`src/rtl/vga_timing_pkg.sv`:
```
// Shared 640x480@60 timing constants and helpers for the pong display path.
// The graphics generator takes its MAX_X/MAX_Y from here as well.
package vga_timing_pkg;

    localparam int HD = 640;
    localparam int HF = 16;
    localparam int HR = 96;
    localparam int HB = 48;
    localparam int VD = 480;
    localparam int VF = 10;
    localparam int VR = 2;
    localparam int VB = 33;
    localparam int HT = HD + HF + HR + HB;
    localparam int VT = VD + VF + VR + VB;

    localparam int MAX_X   = HD;
    localparam int MAX_Y   = VD;
    localparam int COORD_W = 10;
    localparam int RGB_W   = 3;

    // True when c lies in [lo, lo+len-1].
    function automatic logic in_window(input logic [COORD_W-1:0] c, input int lo, input int len);
        return (int'(c) >= lo) && (int'(c) < lo + len);
    endfunction

endpackage

```
`src/rtl/pix_tick_gen.sv`:
```
// Divides the system clock into a one-clk pixel enable every CLK_DIV cycles.
module pix_tick_gen #(
    parameter int CLK_DIV = 2
) (
    input  logic clk,
    input  logic reset_n,
    output logic p_tick
);

    localparam int DIV_W = (CLK_DIV > 1) ? $clog2(CLK_DIV) : 1;

    logic [DIV_W-1:0] div_cnt_q, div_cnt_d;
    logic             div_last;

    // With CLK_DIV=1 the counter sits at 0 and the tick is permanently high.
    assign div_last = (div_cnt_q == DIV_W'(CLK_DIV - 1));
    assign p_tick   = div_last;

    always_comb begin
        div_cnt_d = div_last ? '0 : div_cnt_q + 1'b1;
    end

    always_ff @(posedge clk or negedge reset_n) begin
        if (!reset_n) begin
            div_cnt_q <= '0;
        end else begin
            div_cnt_q <= div_cnt_d;
        end
    end

endmodule

```
`src/rtl/vga_sync_gen.sv`:
```
// VGA timing generator: pixel-rate h/v counters, sync decode, and registered
// colour/sync outputs so all connector signals lag pix_x/pix_y by one pixel.
module vga_sync_gen #(
    parameter int HD       = vga_timing_pkg::HD,
    parameter int HF       = vga_timing_pkg::HF,
    parameter int HR       = vga_timing_pkg::HR,
    parameter int HB       = vga_timing_pkg::HB,
    parameter int VD       = vga_timing_pkg::VD,
    parameter int VF       = vga_timing_pkg::VF,
    parameter int VR       = vga_timing_pkg::VR,
    parameter int VB       = vga_timing_pkg::VB,
    parameter int CLK_DIV  = 2,
    parameter bit SYNC_ACT = 1'b0
) (
    input  logic                                clk,
    input  logic                                reset_n,
    input  logic [vga_timing_pkg::RGB_W-1:0]    rgb_in,
    output logic                                hsync,
    output logic                                vsync,
    output logic [vga_timing_pkg::RGB_W-1:0]    rgb_out,
    output logic                                video_on,
    output logic                                p_tick,
    output logic [vga_timing_pkg::COORD_W-1:0]  pix_x,
    output logic [vga_timing_pkg::COORD_W-1:0]  pix_y,
    output logic                                frame_start
);

    import vga_timing_pkg::*;

    localparam int H_TOT = HD + HF + HR + HB;
    localparam int V_TOT = VD + VF + VR + VB;

    logic                 tick;
    logic [COORD_W-1:0]   h_cnt_q, h_cnt_d;
    logic [COORD_W-1:0]   v_cnt_q, v_cnt_d;
    logic                 hsync_q, hsync_d;
    logic                 vsync_q, vsync_d;
    logic [RGB_W-1:0]     rgb_q, rgb_d;
    logic                 frame_start_q, frame_start_d;
    logic                 h_end, v_end, vid;

    pix_tick_gen #(
        .CLK_DIV (CLK_DIV)
    ) u_tick (
        .clk     (clk),
        .reset_n (reset_n),
        .p_tick  (tick)
    );

    assign h_end = (h_cnt_q == COORD_W'(H_TOT - 1));
    assign v_end = (v_cnt_q == COORD_W'(V_TOT - 1));
    assign vid   = (int'(h_cnt_q) < HD) && (int'(v_cnt_q) < VD);

    // Sync and colour describe the pixel being left on this tick, hence one pixel of lag.
    always_comb begin
        h_cnt_d       = h_cnt_q;
        v_cnt_d       = v_cnt_q;
        hsync_d       = hsync_q;
        vsync_d       = vsync_q;
        rgb_d         = rgb_q;
        frame_start_d = 1'b0;
        if (tick) begin
            if (h_end) begin
                h_cnt_d       = '0;
                v_cnt_d       = v_end ? '0 : v_cnt_q + 1'b1;
                frame_start_d = v_end;
            end else begin
                h_cnt_d = h_cnt_q + 1'b1;
            end
            hsync_d = in_window(h_cnt_q, HD + HF, HR) ? SYNC_ACT : ~SYNC_ACT;
            vsync_d = in_window(v_cnt_q, VD + VF, VR) ? SYNC_ACT : ~SYNC_ACT;
            rgb_d   = vid ? rgb_in : '0;
        end
    end

    always_ff @(posedge clk or negedge reset_n) begin
        if (!reset_n) begin
            h_cnt_q       <= '0;
            v_cnt_q       <= '0;
            hsync_q       <= ~SYNC_ACT;
            vsync_q       <= ~SYNC_ACT;
            rgb_q         <= '0;
            frame_start_q <= 1'b0;
        end else begin
            h_cnt_q       <= h_cnt_d;
            v_cnt_q       <= v_cnt_d;
            hsync_q       <= hsync_d;
            vsync_q       <= vsync_d;
            rgb_q         <= rgb_d;
            frame_start_q <= frame_start_d;
        end
    end

    assign pix_x       = h_cnt_q;
    assign pix_y       = v_cnt_q;
    assign video_on    = vid;
    assign p_tick      = tick;
    assign hsync       = hsync_q;
    assign vsync       = vsync_q;
    assign rgb_out     = rgb_q;
    assign frame_start = frame_start_q;

endmodule
```
`config.mk`:
```
export PLATFORM = sky130hd
export DESIGN_NAME = vga_sync_gen
export DESIGN_NICKNAME = d
export VERILOG_FILES = /design/src/rtl/vga_timing_pkg.sv /design/src/rtl/pix_tick_gen.sv /design/src/rtl/vga_sync_gen.sv
export SDC_FILE = /design/constraint.sdc
export NUM_CORES = 1
export LEC_CHECK = 0
export CAP_MARGIN = 25
export CELL_PAD_IN_SITES_DETAIL_PLACEMENT = 1
export CELL_PAD_IN_SITES_GLOBAL_PLACEMENT = 1
export CORE_UTILIZATION = 33
export DETAILED_ROUTE_END_ITERATION = 7
export PLACE_DENSITY = 0.7
export SLEW_MARGIN = 20
export SYNTH_ARGS = -nofsm -noshare
export SYNTH_HDL_FRONTEND = slang
export SYNTH_SLANG_ARGS = --single-unit
```
`constraint.sdc`:
```
create_clock -name clk -period 1.65 [get_ports clk]
set_clock_uncertainty 0.2 [all_clocks]
set_input_delay 0.165 -clock clk [delete_from_list [all_inputs] [get_ports clk]]
set_output_delay 0.165 -clock clk [all_outputs]
set_load 0.01 [all_outputs]
```
Word level (Yosys, flattened, before mapping) --
Cells that the tools add are included.
Storage, ports and cells: bits in registers 27, bits of input ports 5, output and inout port bits 28
Operators by class: add/subtract/negate cells 3, magnitude comparators 6, equal/unequal tests 2, multiplexer cells 8, reduce and logical (&&, ||, !) cells 4
Operators by type and width (number):
- 10-bit by 1-bit adder with 10-bit output (second input constant) | 2
- 10-bit equality test (second input constant) | 2
- 10-bit less-than comparator (second input constant) | 2
- 10-bit by 9-bit less-than comparator with 1-bit output (second input constant) | 2
- 10-bit 2-to-1 mux | 2
- 10-bit greater-or-equal comparator (second input constant) | 1
- 10-bit by 9-bit greater-or-equal comparator with 1-bit output (second input constant) | 1
- 1-bit 2-to-1 mux | 5
- 1-bit logical AND | 3
- 3-bit 2-to-1 mux | 1
- 2-bit AND reduction | 1
- 1-bit adder (second input constant) | 1

Logic depth before layout (Yosys ltp) --
depth after elaboration 3, depth in mapped cells 6, gate-level depth less buffers 6

Hierarchy --
From an unflattened synthesis, not the netlist that was laid out.
Second synthesis, totals: cell total of the unflattened synthesis 146, area total of the unflattened synthesis 1395.1 um^2
Modules (own cells, without submodules):
- vga_sync_gen | times used 1, cells each 144, area an instance 1366.3 um^2
- pix_tick_gen | times used 1, cells each 2, area an instance 28.8 um^2

Worst setup path after synthesis --
Ideal clock, no wire load.
kind flip-flop to flip-flop, start point reg h_cnt_q[0], in the netlist pix_x[0], end point reg v_cnt_q[9], in the netlist pix_y[9], library setup time 0.077 ns, data arrival time 1.563 ns, required time 1.373 ns, setup slack -0.190 ns, cell stages (with the launch flop) 6, path buffers 0, path through dfrtp_1 > ha_1 > and4_4 > nand3_4 > or4_1 > a21oi_1
On the way: longest elaborated chain between the ends 2
Ends and longest elaborated chain:
- start: declaration | line vga_sync_gen.sv:34 | logic [COORD_W-1:0] h_cnt_q, h_cnt_d;
- start signal: assignment | line vga_sync_gen.sv:85 | h_cnt_q <= h_cnt_d;
- 10-bit equality test | line vga_sync_gen.sv:50 | assign h_end = (h_cnt_q == COORD_W'(H_TOT - 1));
- 2-bit AND reduction (no source line)
- end signal: assignment | line vga_sync_gen.sv:86 | v_cnt_q <= v_cnt_d;
- end: declaration | line vga_sync_gen.sv:35 | logic [COORD_W-1:0] v_cnt_q, v_cnt_d;
Every way passes these cells. A chain may end at the register's enable or synchronous reset.

Worst setup path after layout --
start point reg h_cnt_q[8], in the netlist pix_x[8], end point reg v_cnt_q[9], in the netlist pix_y[9]
The elaborated chain is that of the path after synthesis.

==> out/qor.txt <==
Post-synth top area cell -> dfrtp_1
VDD IR max -> 0.326 mV
Path type of the worst setup path -> flip-flop to flip-flop
Synth cell count leaders -> 25 x dfrtp_1, 11 x nand2_1, 10 x nand3_1, 10 x nor2_1, 8 x xnor2_1
Netlist cell types -> 34
Critical Path Source Type -> flip-flop
Layout cells sized above 1 -> 37.4%
Slowest CP cell -> or4_1
WP data required -> 1.68 ns
Critical-path maximum fanout -> 4
Worst EP arrival -> 1.77 ns
Most frequent cell after synthesis -> dfrtp_1
# diodes -> 0
Failing checks -> setup timing
Post-Syn Area -> 0.00133 sq mm
Synth warn -> 0
Crit-path cells -> buf_6 -> and4b_4 -> nand3_4 -> or4_1 -> a21oi_1
Fin crit period -> 1.74 ns
DRC -> 0
Drt first pass iters -> 4
HP Class -> primary input to asynchronous set/reset pin
Die width -> 65.5 um
Share of the synthesized area in the top cell type -> 46.9%
Origin of the worst setup path -> pix_x[8]
GRT Overall Usage -> 21.3%
RR Startpoint -> pix_x[8]
Total wire length -> 4260 um
Fin. max-slew vios -> 0
Setup TNS -> -0.310 ns
Latest clock arrival within the worst-skew pair -> 0.29 ns
CTS Root Cell -> clkbuf_8
Status -> complete, but fails checks
Vias per cell -> 5.07
DR iter-0 viols -> 20
Final Cycle Share -> 106%
Slowest stage delay, CP -> 0.47 ns
Ys async rst share -> 100%
Relative slew slack -> 76.1%
Pwr per Cell Area -> 495 mW/mm^2
Cells after synthesis -> 128
Routability congestion estimate -> 0.766
DR WL/cell -> 16.2 um
Placement Setup Slack -> -0.0932 ns
Post-route setup slack -> -0.0940 ns
Die Span Y -> 65.5 um
Core Util, Final -> 59.6%
Htree depth -> 1
Synth Register Bits -> 27
Ys flop type -> dfrtp_1
IO Port Bufs -> 32
Sink Count -> 27
CP Capture Type -> flip-flop
Syn Nets -> 137
Leakage -> 1.09 nW
Nets -> 224
Initial antenna violation count -> 0
Dpl hpwl -> 2870 um
Hold slack -> 0.0463 ns
Clock buffer depth -> 2
Final Hold Viols -> 0
Tot Pwr -> 1.11 mW
First-pass GRT wire length -> 6800 um
Initial Util -> 35.3%
Largest net degree at the start of global routing -> 28
Ports -> 33
Synth top area cells -> dfrtp_1 47%, xnor2_1 5.3%, dfstp_2 3.9%
Sequential share of the synthesized area -> 50.9%
Post-synth EDFFs -> 0
Layout area overhead -> 68.6%
CTS tree -> yes
Die Area -> 0.00430 sq mm
Vias -> 1328
CTS Buf Count -> 3
Core Area -> 0.00377 sq mm
Vias in the first global route -> 1383
RSZ-0062 raised after global routing -> true
Max Clock Freq -> 573 MHz
Row count -> 22
GRT overflow -> 0
Syn avg cell area -> 10.4 sq um
Routed Antenna Nets -> 0
Tightest Pin Transition -> 0.355 ns
MaxCap Viol Count -> 0
Final setup fails -> 7
Clock-pin slew on the worst setup and hold paths -> 0.11 ns
metrics by stage:
step / cell area (sq um) / instances
after global placement: 1990 / 243
after CTS: 2150 / 259
after floorplan: 1350 / 128
after detailed placement: 1990 / 243
final: 2250 / 262
after global routing: 2250 / 262
routing by layer:
| metal | part of all wire [%] | global-route usage (%) | up-vias |
|---|---|---|---|
| li1 | - | - | 632 |
| met1 | 42 | 25.5 | 663 |
| met3 | 2.5 | 3.13 | 7 |
| met2 | 54 | 38.7 | 26 |
| met4 | 1.5 | 6.52 | 0 |
| met5 | 0 | 0 | - |
path summary, 6_finish.rpt:
| check | to | slack [ns] | depth (start not counted) |
|---|---|---|---|
| min in group clk | rgb_out[1] | 0.21 | 3 |
| max in group asynchronous | hsync | 0.90 | 2 |
| worst max register to register | pix_y[9] | -0.09 | 5 |
| worst min register to register | hsync | 0.30 | 2 |
| worst min-delay path | rgb_out[1] | 0.05 | 2 |
| worst max-delay path | pix_y[9] | -0.09 | 5 |
kinds of logic (layout without fill, tap and decap cells):
group / Yosys count / after routing / synth area share, %
multiplexers: 1 / 1 / 0.751
flip-flops: 27 / 27 / 50.9
AO/OA/AOI/OAI: 15 / 15 / 6.95
AND/OR/NAND/NOR: 60 / 60 / 26.6
adder cells (fa/ha/maj): 4 / 4 / 3.76
XOR/XNOR: 13 / 13 / 8.54
buffers and inverters: 8 / 94 / 2.54
timing repair:
action                     in CTS  in global routing
pin swaps                      10                 11
setup endpoints to repair      33                 15
hold buffers                    0                  0
buffers inserted               12                  5
gates resized for setup        38                 22
where the power goes:
group,total (mW),internal (mW),switching (mW)
logic,0.0371,0.0176,0.0195
clock network,0.407,0.178,0.229
registers,0.667,0.665,0.00211
placed cells by master (no fill, tap or decap), drive strengths merged, types with 3 or more instances in the layout:
| master | count |
|---|---|
| nor4 | 4 |
| nand2 | 11 |
| buf | 53 |
| o2bb2ai | 3 |
| clkbuf | 3 |
| nand4 | 7 |
| o21ai | 7 |
| inv | 7 |
| xor2 | 5 |
| clkdlybuf4s50 | 9 |
| nand3 | 11 |
| xnor2 | 8 |
| nor2 | 11 |
| dfrtp | 25 |
| and3 | 4 |
| dlygate4sd2 | 22 |
| a21oi | 3 |
| ha | 4 |
final cells by class:
| type | instances | area (sq um) |
|---|---|---|
| fill | 426 | 1520 |
| multi-input combinational | 93 | 719 |
| timing repair buffer | 84 | 716 |
| sequential | 27 | 679 |
| tap | 48 | 60.1 |
| clock buffer | 3 | 41.3 |
| inverter | 6 | 22.5 |
| clock inverter | 1 | 8.76 |
critical path, delay by kind of cell (launching register included):
family                 cells  cell delay (ns)
and+or+nand+nor            3             0.81
DFF                        1             0.43
buffers and inverters      1             0.12
AOI/OAI and AO/OA          1             0.13
sequential cells by signal (all words and copies together) (netlist names):
register,count
frame_start,1
hsync,1
pix_x,10
pix_y,10
rgb_out,3
u_tick.p_tick,1
vsync,1
No activity file was read; power rests on OpenSTA's default activity.
